`src/rtl/bird_pkg.sv`:
```
// Shared constants for the bird state machine and its datapath:
// state codes, screen geometry, colours and saturating arithmetic.
package bird_pkg;

  localparam logic [3:0] ST_HOLD    = 4'd0;
  localparam logic [3:0] ST_LEFT    = 4'd1;
  localparam logic [3:0] ST_RIGHT   = 4'd2;
  localparam logic [3:0] ST_UP      = 4'd3;
  localparam logic [3:0] ST_DOWN    = 4'd4;
  localparam logic [3:0] ST_CLEAR   = 4'd5;
  localparam logic [3:0] ST_DRAW    = 4'd6;
  localparam logic [3:0] ST_SHOT    = 4'd7;
  localparam logic [3:0] ST_ESCAPE  = 4'd8;
  localparam logic [3:0] ST_PREHOLD = 4'd9;

  localparam int SCREEN_W = 160;
  localparam int SCREEN_H = 120;
  localparam int SPR      = 8;
  localparam int SPR_LOG2 = $clog2(SPR);
  localparam int PIX_W    = 2 * SPR_LOG2;

  localparam logic [7:0] X_MAX   = 8'(SCREEN_W - SPR);
  localparam logic [6:0] Y_MAX   = 7'(SCREEN_H - SPR);
  localparam logic [7:0] START_X = 8'd76;
  localparam logic [6:0] START_Y = 7'd100;
  localparam logic [7:0] STEP    = 8'd1;
  localparam logic [7:0] FALL    = 8'd2;

  localparam logic [2:0] BIRD_C = 3'b110;
  localparam logic [2:0] SHOT_C = 3'b100;
  localparam logic [2:0] BG_C   = 3'b011;

  typedef enum logic [2:0] {
    PH_IDLE,
    PH_CLR,
    PH_DRW,
    PH_WAIT,
    PH_FALL_ERS,
    PH_FALL_DRW,
    PH_WAIT_FALL,
    PH_FALL_END
  } phase_t;

  // v + d clamped to lim; 9-bit sum so nothing wraps before the compare
  function automatic logic [7:0] sat_add(input logic [7:0] v, input logic [7:0] d,
                                         input logic [7:0] lim);
    logic [8:0] s;
    s = {1'b0, v} + {1'b0, d};
    return (s > {1'b0, lim}) ? lim : s[7:0];
  endfunction

  // v - d clamped to 0
  function automatic logic [7:0] sat_sub(input logic [7:0] v, input logic [7:0] d);
    return (v < d) ? 8'd0 : (v - d);
  endfunction

endpackage

```
`src/rtl/sprite_sweep.sv`:
```
// Walks an SPR x SPR square one pixel per clock, row-major, producing
// registered VGA plot outputs. A start restarts from pixel 0 even mid-sweep.
module sprite_sweep
  import bird_pkg::*;
(
  input  logic       clk,
  input  logic       reset_n,
  input  logic       start,
  input  logic       abort,
  input  logic [7:0] base_x,
  input  logic [6:0] base_y,
  input  logic [2:0] colour,
  output logic [7:0] vga_x,
  output logic [6:0] vga_y,
  output logic [2:0] vga_colour,
  output logic       vga_plot,
  output logic       done
);

  logic             active_q;
  logic [PIX_W-1:0] pix_q;
  logic [7:0]       base_x_q;
  logic [6:0]       base_y_q;
  logic [2:0]       colour_q;
  logic [7:0]       x_q;
  logic [6:0]       y_q;
  logic [2:0]       col_q;
  logic             plot_q;
  logic             done_q;

  // Pixel 0 is emitted on the start edge so the first plot lands one cycle
  // after the request; done is high alongside the last plotted pixel.
  always_ff @(posedge clk or negedge reset_n) begin
    if (!reset_n) begin
      active_q <= 1'b0;
      pix_q    <= '0;
      base_x_q <= '0;
      base_y_q <= '0;
      colour_q <= '0;
      x_q      <= '0;
      y_q      <= '0;
      col_q    <= '0;
      plot_q   <= 1'b0;
      done_q   <= 1'b0;
    end else begin
      plot_q <= 1'b0;
      done_q <= 1'b0;
      if (start) begin
        base_x_q <= base_x;
        base_y_q <= base_y;
        colour_q <= colour;
        x_q      <= base_x;
        y_q      <= base_y;
        col_q    <= colour;
        plot_q   <= 1'b1;
        pix_q    <= PIX_W'(1);
        active_q <= 1'b1;
      end else if (abort) begin
        active_q <= 1'b0;
        pix_q    <= '0;
      end else if (active_q) begin
        x_q    <= base_x_q + {{(8 - SPR_LOG2){1'b0}}, pix_q[SPR_LOG2-1:0]};
        y_q    <= base_y_q + {{(7 - SPR_LOG2){1'b0}}, pix_q[PIX_W-1:SPR_LOG2]};
        col_q  <= colour_q;
        plot_q <= 1'b1;
        pix_q  <= pix_q + PIX_W'(1);
        if (pix_q == '1) begin
          active_q <= 1'b0;
          done_q   <= 1'b1;
        end
      end
    end
  end

  assign vga_x      = x_q;
  assign vga_y      = y_q;
  assign vga_colour = col_q;
  assign vga_plot   = plot_q;
  assign done       = done_q;

endmodule

```
`src/rtl/bird_datapath.sv`:
```
// Bird position keeper and sprite draw engine sitting behind the bird FSM.
//
// phase         | meaning
// PH_IDLE       | nothing in flight, waiting for a state change
// PH_CLR        | erasing sprite at drawn position
// PH_DRW        | painting sprite at bird position
// PH_WAIT       | sweep finished, waiting for a tick before enable_draw
// PH_FALL_ERS   | fall step: erasing at current position
// PH_FALL_DRW   | fall step: painting at the moved position
// PH_WAIT_FALL  | fall step painted, waiting for a tick
// PH_FALL_END   | last erase at the floor/ceiling, no repaint
module bird_datapath
  import bird_pkg::*;
(
  input  logic       clk,
  input  logic       reset_n,
  input  logic [3:0] state,
  input  logic       tick,
  output logic [7:0] vga_x,
  output logic [6:0] vga_y,
  output logic [2:0] vga_colour,
  output logic       vga_plot,
  output logic       enable_draw,
  output logic       flying,
  output logic [7:0] bird_x,
  output logic [6:0] bird_y
);

  logic [3:0] prev_q;
  phase_t     phase_q;
  logic [7:0] bird_x_q;
  logic [6:0] bird_y_q;
  logic [7:0] drawn_x_q;
  logic [6:0] drawn_y_q;
  logic       tick_pend_q;
  logic       enable_q;
  logic       flying_q;

  logic [3:0] st;
  logic       entry;
  logic       tick_now;
  logic       is_shot;
  logic       fall_end;
  logic [6:0] fall_y_d;
  logic [2:0] fall_col;

  logic       sw_start;
  logic       sw_abort;
  logic [7:0] sw_bx;
  logic [6:0] sw_by;
  logic [2:0] sw_col;
  logic       sw_done;

  // Decode the incoming state (unknown codes fold to HOLD) and the fall step.
  always_comb begin
    st       = (state > ST_PREHOLD) ? ST_HOLD : state;
    entry    = (st != prev_q);
    tick_now = tick_pend_q | tick;
    is_shot  = (st == ST_SHOT);
    fall_y_d = is_shot ? 7'(sat_add({1'b0, bird_y_q}, FALL, {1'b0, Y_MAX}))
                       : 7'(sat_sub({1'b0, bird_y_q}, FALL));
    fall_end = is_shot ? (bird_y_q == Y_MAX) : (bird_y_q == 7'd0);
    fall_col = is_shot ? SHOT_C : BIRD_C;
  end

  // Sweep launch: combinational so each sweep's first pixel follows its
  // trigger by one cycle and erase/draw run back to back.
  always_comb begin
    sw_start = 1'b0;
    sw_abort = 1'b0;
    sw_bx    = drawn_x_q;
    sw_by    = drawn_y_q;
    sw_col   = BG_C;
    if (entry) begin
      sw_abort = 1'b1;
      case (st)
        ST_CLEAR, ST_SHOT, ST_ESCAPE: sw_start = 1'b1;
        ST_DRAW: begin
          sw_start = 1'b1;
          sw_bx    = bird_x_q;
          sw_by    = bird_y_q;
          sw_col   = BIRD_C;
        end
        default: ;
      endcase
    end else begin
      case (phase_q)
        PH_FALL_ERS: if (sw_done) begin
          sw_start = 1'b1;
          sw_bx    = bird_x_q;
          sw_by    = fall_y_d;
          sw_col   = fall_col;
        end
        // drawn is only updated on this edge, so erase from bird directly
        PH_FALL_DRW, PH_WAIT_FALL: begin
          if ((sw_done || phase_q == PH_WAIT_FALL) && tick_now) begin
            sw_start = 1'b1;
            sw_bx    = bird_x_q;
            sw_by    = bird_y_q;
          end
        end
        default: ;
      endcase
    end
  end

  // Main sequencer: position updates, phase tracking and handshakes.
  always_ff @(posedge clk or negedge reset_n) begin
    if (!reset_n) begin
      prev_q      <= ST_PREHOLD;
      phase_q     <= PH_IDLE;
      bird_x_q    <= START_X;
      bird_y_q    <= START_Y;
      drawn_x_q   <= START_X;
      drawn_y_q   <= START_Y;
      tick_pend_q <= 1'b0;
      enable_q    <= 1'b0;
      flying_q    <= 1'b0;
    end else begin
      prev_q   <= st;
      enable_q <= 1'b0;
      if (tick) tick_pend_q <= 1'b1;
      if (entry) begin
        // a tick left over from the previous state must not finish this one
        tick_pend_q <= tick;
        phase_q     <= PH_IDLE;
        case (st)
          ST_LEFT:  bird_x_q <= sat_sub(bird_x_q, STEP);
          ST_RIGHT: bird_x_q <= sat_add(bird_x_q, STEP, X_MAX);
          ST_UP:    bird_y_q <= 7'(sat_sub({1'b0, bird_y_q}, STEP));
          ST_DOWN:  bird_y_q <= 7'(sat_add({1'b0, bird_y_q}, STEP, {1'b0, Y_MAX}));
          ST_CLEAR: phase_q <= PH_CLR;
          ST_DRAW:  phase_q <= PH_DRW;
          ST_SHOT, ST_ESCAPE: begin
            flying_q <= 1'b1;
            phase_q  <= fall_end ? PH_FALL_END : PH_FALL_ERS;
          end
          ST_PREHOLD: begin
            bird_x_q  <= START_X;
            bird_y_q  <= START_Y;
            drawn_x_q <= START_X;
            drawn_y_q <= START_Y;
            flying_q  <= 1'b0;
          end
          default: ;
        endcase
      end else begin
        case (phase_q)
          PH_CLR, PH_DRW, PH_FALL_END: begin
            if (sw_done) begin
              if (phase_q == PH_DRW) begin
                drawn_x_q <= bird_x_q;
                drawn_y_q <= bird_y_q;
              end
              if (phase_q == PH_FALL_END) flying_q <= 1'b0;
              if (tick_now) begin
                enable_q    <= 1'b1;
                tick_pend_q <= 1'b0;
                phase_q     <= PH_IDLE;
              end else begin
                phase_q <= PH_WAIT;
              end
            end
          end
          PH_WAIT: begin
            if (tick_now) begin
              enable_q    <= 1'b1;
              tick_pend_q <= 1'b0;
              phase_q     <= PH_IDLE;
            end
          end
          PH_FALL_ERS: begin
            if (sw_done) begin
              bird_y_q <= fall_y_d;
              phase_q  <= PH_FALL_DRW;
            end
          end
          PH_FALL_DRW, PH_WAIT_FALL: begin
            if (sw_done && phase_q == PH_FALL_DRW) begin
              drawn_x_q <= bird_x_q;
              drawn_y_q <= bird_y_q;
            end
            if ((sw_done || phase_q == PH_WAIT_FALL) && tick_now) begin
              enable_q    <= 1'b1;
              tick_pend_q <= 1'b0;
              phase_q     <= fall_end ? PH_FALL_END : PH_FALL_ERS;
            end else if (sw_done) begin
              phase_q <= PH_WAIT_FALL;
            end
          end
          default: ;
        endcase
      end
    end
  end

  sprite_sweep u_sweep (
    .clk        (clk),
    .reset_n    (reset_n),
    .start      (sw_start),
    .abort      (sw_abort),
    .base_x     (sw_bx),
    .base_y     (sw_by),
    .colour     (sw_col),
    .vga_x      (vga_x),
    .vga_y      (vga_y),
    .vga_colour (vga_colour),
    .vga_plot   (vga_plot),
    .done       (sw_done)
  );

  assign enable_draw = enable_q;
  assign flying      = flying_q;
  assign bird_x      = bird_x_q;
  assign bird_y      = bird_y_q;

endmodule

```
`config.mk`:
```
export PLATFORM = sky130hd
export DESIGN_NAME = bird_datapath
export DESIGN_NICKNAME = d
export VERILOG_FILES = /design/src/rtl/bird_pkg.sv /design/src/rtl/sprite_sweep.sv /design/src/rtl/bird_datapath.sv
export SDC_FILE = /design/constraint.sdc
export NUM_CORES = 1
export LEC_CHECK = 0
export CORE_MARGIN = 1
export CORE_UTILIZATION = 33
export CTS_CLUSTER_SIZE = 30
export DETAILED_ROUTE_END_ITERATION = 12
export GPL_TIMING_DRIVEN = 0
export PLACE_DENSITY_LB_ADDON = 0.05
export SYNTH_ARGS = -nofsm -noshare
export SYNTH_HDL_FRONTEND = slang
export SYNTH_HIERARCHICAL = 1
export SYNTH_SLANG_ARGS = --single-unit
export TNS_END_PERCENT = 1
```
`constraint.sdc`:
```
create_clock -name clk -period 3.4 [get_ports clk]
set_clock_uncertainty 0.2 [all_clocks]
set_input_delay 0.68 -clock clk [delete_from_list [all_inputs] [get_ports clk]]
set_output_delay 0.68 -clock clk [all_outputs]
set_load 0.03 [all_outputs]
```
==> results of run 1 <==
[layer usage]
| metal | vias to the layer above | routed length [um] | global-route usage [%] |
|---|---|---|---|
| met5 | - | 0 | 0 |
| met4 | 0 | 285 | 5.934 |
| met3 | 19 | 657 | 3.477 |
| met2 | 137 | 8079 | 32.30 |
| met1 | 2574 | 7907 | 26.72 |
| li1 | 2473 | - | - |
[registers in the layout, indices dropped and copies added, names as in the netlist, 4 cells and up]
signal            cells
bird_x                8
bird_y                7
drawn_x_q             8
drawn_y_q             7
prev_q                4
u_sweep/base_x_q      8
u_sweep/base_y_q      7
u_sweep/pix_q         6
u_sweep/vga_x         8
u_sweep/vga_y         7
[final timing paths]
path	startpoint	endpoint	slack, ns	cells past startpoint
setup / recovery	state[1]	u_sweep/vga_y[5]	0.07	13
hold / removal	reset_n	bird_x[1]	0.03	1
setup reg to reg	bird_y[1]	u_sweep/base_y_q[1]	0.18	11
hold reg to reg	drawn_x_q[2]	drawn_x_q[2]	0.29	1
max in group asynchronous	reset_n	bird_y[6]	2.29	2
min in group clk	drawn_x_q[2]	drawn_x_q[2]	0.29	1
[stage by stage]
step	cell area [um2]	std cells	total power, W	TNS (ns)
finish	7025	938	0.004603	0
global route	7025	938	0.004898	0
CTS	6929	931	0.004595	-0.002143
detailed placement	6449	901	0.003508	-31.14
global placement	6424	900	0.003506	-171.03
floorplan	5748	640	0.002841	0
[kinds of logic (layout without fill, tap and decap cells)]
group / count (synthesis) / in the layout / synth area share, %
buf+inv: 81 / 159 / 6.530
flops: 85 / 85 / 37.31
mux: 30 / 30 / 5.834
simple gates: 223 / 223 / 20.27
fa+ha+maj: 19 / 19 / 4.397
xor+xnor: 20 / 20 / 3.047
compound gates: 182 / 182 / 22.62
[cells in the final DEF, fill, tap and decap left out, types with 9 or more instances in the layout]
| cell type | count |
|---|---|
| clkdlybuf4s50_1 | 37 |
| buf_4 | 24 |
| clkbuf_16 | 9 |
| dfrtp_1 | 71 |
| clkbuf_1 | 27 |
| nor2b_1 | 9 |
| nor2_1 | 40 |
| nand2b_1 | 18 |
| a21oi_1 | 29 |
| ha_1 | 16 |
| dfstp_2 | 14 |
| nand2_1 | 61 |
| mux2i_1 | 10 |
| and3_1 | 9 |
| nand3_1 | 17 |
| nor3_1 | 21 |
| o21ai_0 | 38 |
| a22o_1 | 14 |
| xnor2_1 | 15 |
| mux2_2 | 15 |
| inv_1 | 33 |
[where the power goes]
part           leakage [nW]  switching [W]  internal (W)
combinational          1.70        0.00137      0.000880
clock                 0.141       0.000486      0.000514
sequential             1.07       0.000151       0.00120
total                  2.90        0.00201       0.00260
[area by class of cell]
type	count	share of cell area [%]
Buffer	45	3.758
Sequential cell	85	30.53
Inverter	36	1.959
Tap cell	220	3.918
Timing Repair Buffer	62	8.335
Multi-Input combinational cell	474	47.30
Clock inverter	7	0.9973
Clock buffer	9	3.206
[timing repair]
item | in CTS | in global routing
buffers inserted | 14 | 7
pin swaps | 4 | 10
setup endpoints to repair | 42 | 9
gates resized for setup | 19 | 14
==> flow_metrics.py, run 1 <==
metrics = {
    "floorplan": {
        "die_w_um": 134.0,
        "pin_count": 43,
        "dieHeight_um": 134.0,
        "start_util_pct": 34.18,
        "rows": 47,
        "die_area_um2": 17950,
        "core_um2": 16820,
    },
    "synthesis": {
        "yosysSeqAreaShare_pct": 37.31,
        "synth_top_area_share_pct": 30.91,
        "synth_edf_count": 0,
        "synth_fp_nets": 666,
        "synth_ff_type": "dfrtp_1",
        "syn_area_um2": 5748,
        "synth_cell_types": 82,
        "synth_commonest_cells": "dfrtp_1 (71), nand2_1 (61), nor2_1 (41), o21ai_0 (39), inv_1 (34)",
        "ys_warn_count": 6,
        "avgSynthCellArea_um2": 8.981,
        "synth_top_area_cell": "dfrtp_1",
        "post-synth-top-count-cell": "dfrtp_1",
        "synthTopCellsByArea": "dfrtp_1 (31%), dfstp_2 (6.4%), nand2_1 (4.0%)",
        "synthCells": 640,
        "async_flop_share_pct": 100.0,
        "ys_seq_elements": 85,
    },
    "timing": {
        "slew_viol_final": 0,
        "tightest_slew_ns": 0.7950,
        "fmax_mhz": 299.9,
        "rsz0062_at_grt": "false",
        "hold_violations": 0,
        "layout_setup_ws_ns": 0.06573,
        "setup_viol": 0,
        "holdWs_ns": 0.02613,
        "post-route-period-util_pct": 98.07,
        "min_period_ns": 3.334,
        "maxSlewHeadroom_pct": 46.59,
    },
    "global_route": {
        "gr-usage-all-layers_pct": 19.82,
        "antenna_found_initial": 0,
        "grt_pass1_vias": 5095,
        "grt_start_max_net_pins": 65,
        "overflow": 0,
        "grt_pass1_wl_mm": 27.77,
    },
    "clock_network": {
        "clkTransAtPathRegs_ns": 0.07,
        "insertion_delay_ns": 0.36,
        "clockRootBuffer": "clkbuf_16",
        "cts_hold_buf": 0,
        "cts.sinks": 85,
        "cts_tree": "done",
        "h-tree-depth": 3,
        "cts_made_buffers": 9,
        "cts.path.max_buffers": 2,
    },
    "worst_hold_path": {
        "hp-class": "primary input to async pin",
    },
    "critical_path": {
        "path_common_cell": "buf_6",
        "cp_num_buf_inv": 4,
        "critPathSlowestCell": "a311oi_4",
        "path_max_fanout": 6,
        "max_stage_delay_ns": 0.39,
        "cp-start-kind": "primary input",
        "critPathCaptureType": "flop",
        "required_ns": 3.42,
        "crit_chain": "clkdlybuf4s15_1, buf_6, o21a_1, or3_1, a32o_2, buf_6, a311oi_4, nor2_4, buf_6, a221o_1, mux2_4, a31oi_4, o31ai_2",
        "worst-setup-path-type": "primary input to flop",
        "worstPathArrival_ns": 3.36,
        "critPathTopFamily": "compound AO/OA/AOI/OAI gates",
    },
    "run": {
        "maxCapViolCount": 0,
    },
    "place": {
        "dp_slack_ns": -0.8751,
        "hpwl_mm": 12.28,
        "io_buffer_count": 40,
        "place_congestion": 0.8423,
    },
    "drt": {
        "drt_pass1_iterations": 4,
        "wl_mm": 16.93,
        "vias": 5203,
        "postRouteAntennaNets": 0,
        "drt_iter0_drc": 319,
        "drc_errors": 0,
        "post_drt_wl_per_cell_um": 18.05,
        "viasPerCell": 5.547,
    },
    "cells_and_area": {
        "multiInputGateArea_um2": 3323,
        "area_growth_pct": 22.22,
        "final_nets": 739,
        "post-route-util_pct": 41.77,
        "drive_above_1_share_pct": 17.69,
        "seq_area_um2": 2145,
        "fillers": 1707,
        "num_antenna_cells": 0,
    },
    "status": {
        "status": "finished, final reports clean",
    },
    "power_and_ir_drop": {
        "leakage_nw": 2.904,
        "peakVddDrop_mv": 0.3445,
        "powerDensity_nw_per_um2": 655.2,
    },
}
(Power assumes the default switching activity.)
==> run 2, diff against run 1 <==
- SYNTH_HIERARCHICAL: 1 -> unset
==> run 2 against run 1 <==
Critical path depth shrank 4. Final area grew 1.9%. Critical endpoint is now u_sweep.vga_y[4]. Highest routed layer unchanged. Worst setup slack lost 0.0023 ns.
==> flow_metrics.py, run 2 <==
metrics = {
    "synthesis": {
        "yosysSeqAreaShare_pct": 35.87,
        "async_flop_share_pct": 100.0,
        "synth_top_area_cell": "dfrtp_1",
        "ys_seq_elements": 85,
        "synthCells": 684,
        "synth_edf_count": 0,
        "synthTopCellsByArea": "dfrtp_1 (30%), dfstp_2 (6.2%), nor2_1 (4.5%)",
        "avgSynthCellArea_um2": 8.740,
        "synth_top_area_share_pct": 29.72,
        "synth_ff_type": "dfrtp_1",
        "synth_fp_nets": 709,
        "ys_warn_count": 0,
        "synth_commonest_cells": "dfrtp_1 (71), nor2_1 (71), nand2_1 (69), o21ai_0 (47), a21oi_1 (31)",
        "synth_cell_types": 88,
        "syn_area_um2": 5978,
    },
    "place": {
        "hpwl_mm": 13.74,
        "io_buffer_count": 42,
        "place_area_um2": 6705,
        "dp_cells": 952,
        "place_congestion": 0.9067,
    },
    "drt": {
        "vias": 5505,
        "drc_errors": 0,
        "wl_mm": 18.54,
        "postRouteAntennaNets": 0,
        "drt_pass1_iterations": 5,
        "post_drt_wl_per_cell_um": 19.15,
        "viasPerCell": 5.687,
        "drt_iter0_drc": 289,
    },
    "cells_and_area": {
        "drive_above_1_share_pct": 12.65,
        "instances_no_fill": 968,
        "mostFrequentLayoutCell": "dfrtp_1",
        "multiInputGateArea_um2": 3623,
        "num_antenna_cells": 0,
        "final_nets": 763,
        "finalInstanceArea_um2": 7158,
        "area_growth_pct": 19.74,
        "final_cell_mix": "dfrtp_1 (71), nor2_1 (68), nand2_1 (67)",
        "seq_area_um2": 2145,
        "fillers": 1771,
    },
    "clock_network": {
        "insertion_delay_ns": 0.36,
        "cts_made_buffers": 9,
        "clockRootBuffer": "clkbuf_16",
        "cts_setup_buffers": 0,
        "cts.path.max_buffers": 2,
        "clkTransAtPathRegs_ns": 0.07,
        "cts_hold_buf": 0,
        "cts_tree": "done",
        "h-tree-depth": 3,
        "cts.sinks": 85,
    },
    "worst_hold_path": {
        "hp-class": "primary input to async pin",
    },
    "critical_path": {
        "required_ns": 3.50,
        "worst-setup-path-type": "primary input to flop",
        "path_max_fanout": 10,
        "reg2reg_setup_slack_ns": 0.14,
        "worstPathArrival_ns": 3.44,
        "crit_start": "state[3]",
        "critPathCaptureType": "flop",
        "rr_startpoint": "bird_y[2]",
        "cp-start-kind": "primary input",
    },
    "timing": {
        "rsz0062_at_grt": "true",
        "maxSlewHeadroom_pct": 39.87,
        "tightest_slew_ns": 0.8892,
        "slew_viol_final": 0,
        "post-route-period-util_pct": 98.13,
        "min_period_ns": 3.337,
        "setup_viol": 0,
        "hold_violations": 0,
        "fmax_mhz": 299.7,
    },
    "power_and_ir_drop": {
        "leakage_nw": 2.872,
        "powerDensity_nw_per_um2": 727.7,
        "peakVddDrop_mv": 0.3230,
    },
    "floorplan": {
        "start_util_pct": 34.21,
        "die_area_um2": 18660,
        "dieHeight_um": 136.6,
        "core_um2": 17480,
        "rows": 48,
        "die_w_um": 136.6,
        "pin_count": 43,
    },
    "global_route": {
        "overflow": 0,
        "grt_pass1_wl_mm": 29.52,
        "grt_pass1_vias": 5106,
        "grt_start_max_net_pins": 68,
        "gr-usage-all-layers_pct": 20.91,
        "antenna_found_initial": 0,
    },
    "run": {
        "maxCapViolCount": 0,
    },
    "status": {
        "status": "finished, final reports clean",
    },
}
## run 2: changes by cell type after synthesis, sizes merged, moves of 5 or more
cell | previous run | this run
nand2b | 18 | 8
o211ai | 5 | 15
a22o | 14 | 19
mux2 | 19 | 4
inv | 36 | 21
and2 | 3 | 8
xor2 | 5 | 11
nand3 | 18 | 27
nor3 | 21 | 12
a21o | 5 | 13
nor2 | 43 | 73
nand2 | 61 | 69
## run 2: repair_timing
item	4_1_cts	5_1_grt
resized for setup	6	20
setup endpoints to repair	18	55
gates cloned	0	0
pin swaps	0	3
## run 2: critical path, cell delays in order
cell,delay [ns]
clkdlybuf4s50_1,0.55
buf_2,0.22
nand4b_1,0.21
clkbuf_1,0.38
o31ai_1,0.17
a2111oi_1,0.54
a2111oi_1,0.13
a211oi_2,0.35
o22a_1,0.19
## run 2: kinds of logic after synthesis
logic type	after synthesis	share of synthesized area, %
AO/OA/AOI/OAI	220	27.13
AND/OR/NAND/NOR	247	20.13
adder cells (fa/ha/maj)	19	4.186
buffers and inverters	65	5.107
XOR/XNOR	29	4.249
multiplexers	19	3.328
flip-flops	85	35.87
## run 2: cell type report
cell class | count | area share, %
clock buffer | 9 | 3.146
sequential | 85 | 29.96
timing repair buffer | 43 | 6.223
buffer | 44 | 3.251
multi-input combinational | 534 | 50.62
tap | 225 | 3.933
inverter | 21 | 1.101
clock inverter | 7 | 1.765
## run 2: metal layers
metal,GRT usage (%),wire length (um)
met1,30.35,9154
met2,31.44,8328
met3,4.000,792
met4,5.370,264
met5,0,0
## run 2: power breakdown
part           internal [W]  switching, W
clock network      0.000729      0.000467
logic              0.000966       0.00154
registers           0.00127      0.000239
## run 2: path summary, 6_finish.rpt
path,endpoint,cells past startpoint
setup / recovery,u_sweep.vga_y[4],9
hold / removal,phase_q[2],1
setup reg to reg,u_sweep.vga_y[4],10
hold reg to reg,u_sweep.base_y_q[2],1
max in group asynchronous,bird_x[2],2
min in group clk,u_sweep.base_y_q[2],1
## run 2: stage by stage
stage | TNS (ns) | util (%) | hold WS, ns | worst slack [ns] | power (W)
after floorplan | 0 | - | 0.1844 | 0.5680 | 0.003169
after global placement | -174.09 | 38.22 | 0.2682 | -2.003 | 0.003989
after detailed placement | -21.70 | 38.37 | 0.2781 | -0.6491 | 0.003994
after CTS | -0.04143 | 40.54 | 0.007167 | -0.04143 | 0.005224
after global routing | -0.3008 | 40.96 | 0.01205 | -0.1168 | 0.005548
final | 0 | 40.96 | 0.003068 | 0.06346 | 0.005209
==> run 3, diff against run 2 <==
- CELL_PAD_IN_SITES_DETAIL_PLACEMENT: unset -> 2
- CELL_PAD_IN_SITES_GLOBAL_PLACEMENT: unset -> 2
- GPL_TIMING_DRIVEN: 0 -> 1
- SETUP_SLACK_MARGIN: unset -> 0.2
==> run 3 against run 2 <==
Register-to-register slack better by 0.26 ns. Non-clock buffer count up 46. Sequential power up 15%. Clock power down 14%. Critical path depth unchanged. Total power up 0.86%. Global-route usage up 4.3 points. Utilization up 2.1 points. Worst setup slack better by 0.33 ns. First-iteration DRC count up 8.7%.
==> flow_metrics.py, run 3 (synthesized netlist as in run 2, its figures left out) <==
metrics = {
    "global_route": {
        "overflow": 0,
        "gr-usage-all-layers_pct": 25.20,
        "grt_start_max_net_pins": 42,
        "grt_pass1_vias": 6129,
        "grt_pass1_wl_mm": 35.60,
        "antenna_found_initial": 0,
    },
    "timing": {
        "rsz0062_at_grt": "false",
        "hold_violations": 0,
        "tightest_slew_ns": 0.8213,
        "min_period_ns": 3.004,
        "holdWs_ns": 0.1422,
        "setup_tns_ns": 0,
        "maxSlewHeadroom_pct": 44.78,
        "setup_viol": 0,
        "slew_viol_final": 0,
        "fmax_mhz": 332.9,
        "post-route-period-util_pct": 88.36,
    },
    "critical_path": {
        "worst-setup-path-type": "flop to flop",
        "critPathCaptureType": "flop",
        "max_stage_delay_ns": 0.54,
        "path_max_fanout": 9,
        "required_ns": 3.45,
        "worstPathArrival_ns": 3.05,
        "path_common_cell": "o211ai_1",
        "critPathSlowestCell": "dfrtp_1",
        "cp-start-kind": "flop",
        "crit_chain": "ha_1, and3_1, a32o_1, a21oi_1, o21ai_0, o211ai_1, o211ai_1, buf_4, o211a_1",
    },
    "cells_and_area": {
        "multiInputGateArea_um2": 3576,
        "seq_area_um2": 2145,
        "final_cell_mix": "buf_4 (86), nor2_1 (71), dfrtp_1 (71)",
        "area_growth_pct": 25.93,
        "num_antenna_cells": 0,
        "drive_above_1_share_pct": 19.90,
        "post-route-util_pct": 43.08,
        "instances_no_fill": 1014,
        "final_nets": 809,
        "mostFrequentLayoutCell": "buf_4",
        "finalInstanceArea_um2": 7528,
        "fillers": 1928,
    },
    "power_and_ir_drop": {
        "leakage_nw": 3.183,
        "powerDensity_nw_per_um2": 697.9,
        "peakVddDrop_mv": 0.3885,
    },
    "clock_network": {
        "cts.path.max_buffers": 2,
        "cts.sinks": 85,
        "cts_tree": "done",
        "insertion_delay_ns": 0.36,
        "h-tree-depth": 3,
        "cts_made_buffers": 9,
        "clkTransAtPathRegs_ns": 0.07,
        "cts_hold_buf": 0,
        "clockRootBuffer": "clkbuf_16",
    },
    "floorplan": {
        "rows": 48,
        "die_w_um": 136.6,
        "core_um2": 17480,
        "pin_count": 43,
        "dieHeight_um": 136.6,
        "die_area_um2": 18660,
        "start_util_pct": 34.21,
    },
    "drt": {
        "wl_met3_um": 602,
        "drt_iter0_drc": 314,
        "post_drt_wl_per_cell_um": 22.20,
        "top_layer": "met4",
        "postRouteAntennaNets": 0,
        "vias": 5834,
        "wl_met2_mm": 10.65,
        "viasPerCell": 5.753,
        "drt_pass1_iterations": 5,
        "drc_errors": 0,
        "wirelength_met1_mm": 10.95,
        "wl_mm": 22.51,
    },
    "place": {
        "dp_cells": 994,
        "place_congestion": 0.8377,
        "io_buffer_count": 42,
        "hpwl_mm": 17.13,
        "place_area_um2": 7129,
    },
    "run": {
        "maxCapViolCount": 0,
    },
    "status": {
        "status": "finished, final reports clean",
    },
    "worst_hold_path": {
        "hp-class": "primary input to async pin",
    },
}
-- run 3: per-stage QoR --
stage	power [W]	setup WS, ns
2_1_floorplan	0.003169	0.5680
3_3_place_gp	0.004099	-0.1193
3_5_place_dp	0.004199	-0.2232
4_1_cts	0.005259	0.1952
5_1_grt	0.005578	0.3210
6_report	0.005254	0.3959
-- run 3: power by group --
group	switching, W	leakage, nW	total, W	internal, W
sequential	0.000468	1.03	0.00174	0.00127
clock	0.000505	0.148	0.00103	0.000522
combinational	0.00144	2.01	0.00249	0.00105
-- run 3: critical path, delay by kind of cell (launching register included) --
family                     cells  cell delay [ns]
buffers and inverters          1             0.18
adders and majority gates      1             0.37
DFF                            1             0.54
and+or+nand+nor                1             0.27
AOI/OAI and AO/OA              6             1.34
-- run 3: worst paths after layout --
kind	start	endpoint	slack, ns	cells after the start
worst max-delay path	bird_y[1]	u_sweep.vga_y[5]	0.40	9
worst min-delay path	reset_n	enable_draw	0.14	1
worst max register to register	bird_y[1]	u_sweep.vga_y[5]	0.40	9
worst min register to register	u_sweep.base_y_q[0]	u_sweep.base_y_q[0]	0.30	2
max in group asynchronous	reset_n	drawn_x_q[2]	2.17	2
min in group clk	u_sweep.base_y_q[0]	u_sweep.base_y_q[0]	0.30	2
-- run 3: layout make-up --
| type | instances | area share (%) |
|---|---|---|
| inverter | 21 | 1.047 |
| timing repair buffer | 133 | 15.26 |
| tap | 225 | 3.739 |
| clock buffer | 9 | 2.992 |
| clock inverter | 7 | 0.9806 |
| multi-input combinational | 534 | 47.50 |
| sequential | 85 | 28.49 |
-- run 3: timing repair --
item                                    in CTS  in global routing
endpoints found under the setup margin       2                 41
pin swaps                                    1                  4
setup buffers                                1                  3
resized for setup                            0                 19
-- run 3: layer usage --
layer  GRT usage (%)  up-vias
li1                -     2715
met1           35.97     3006
met2           40.55       96
met3           2.111       17
met4           6.914        0
met5               0        -
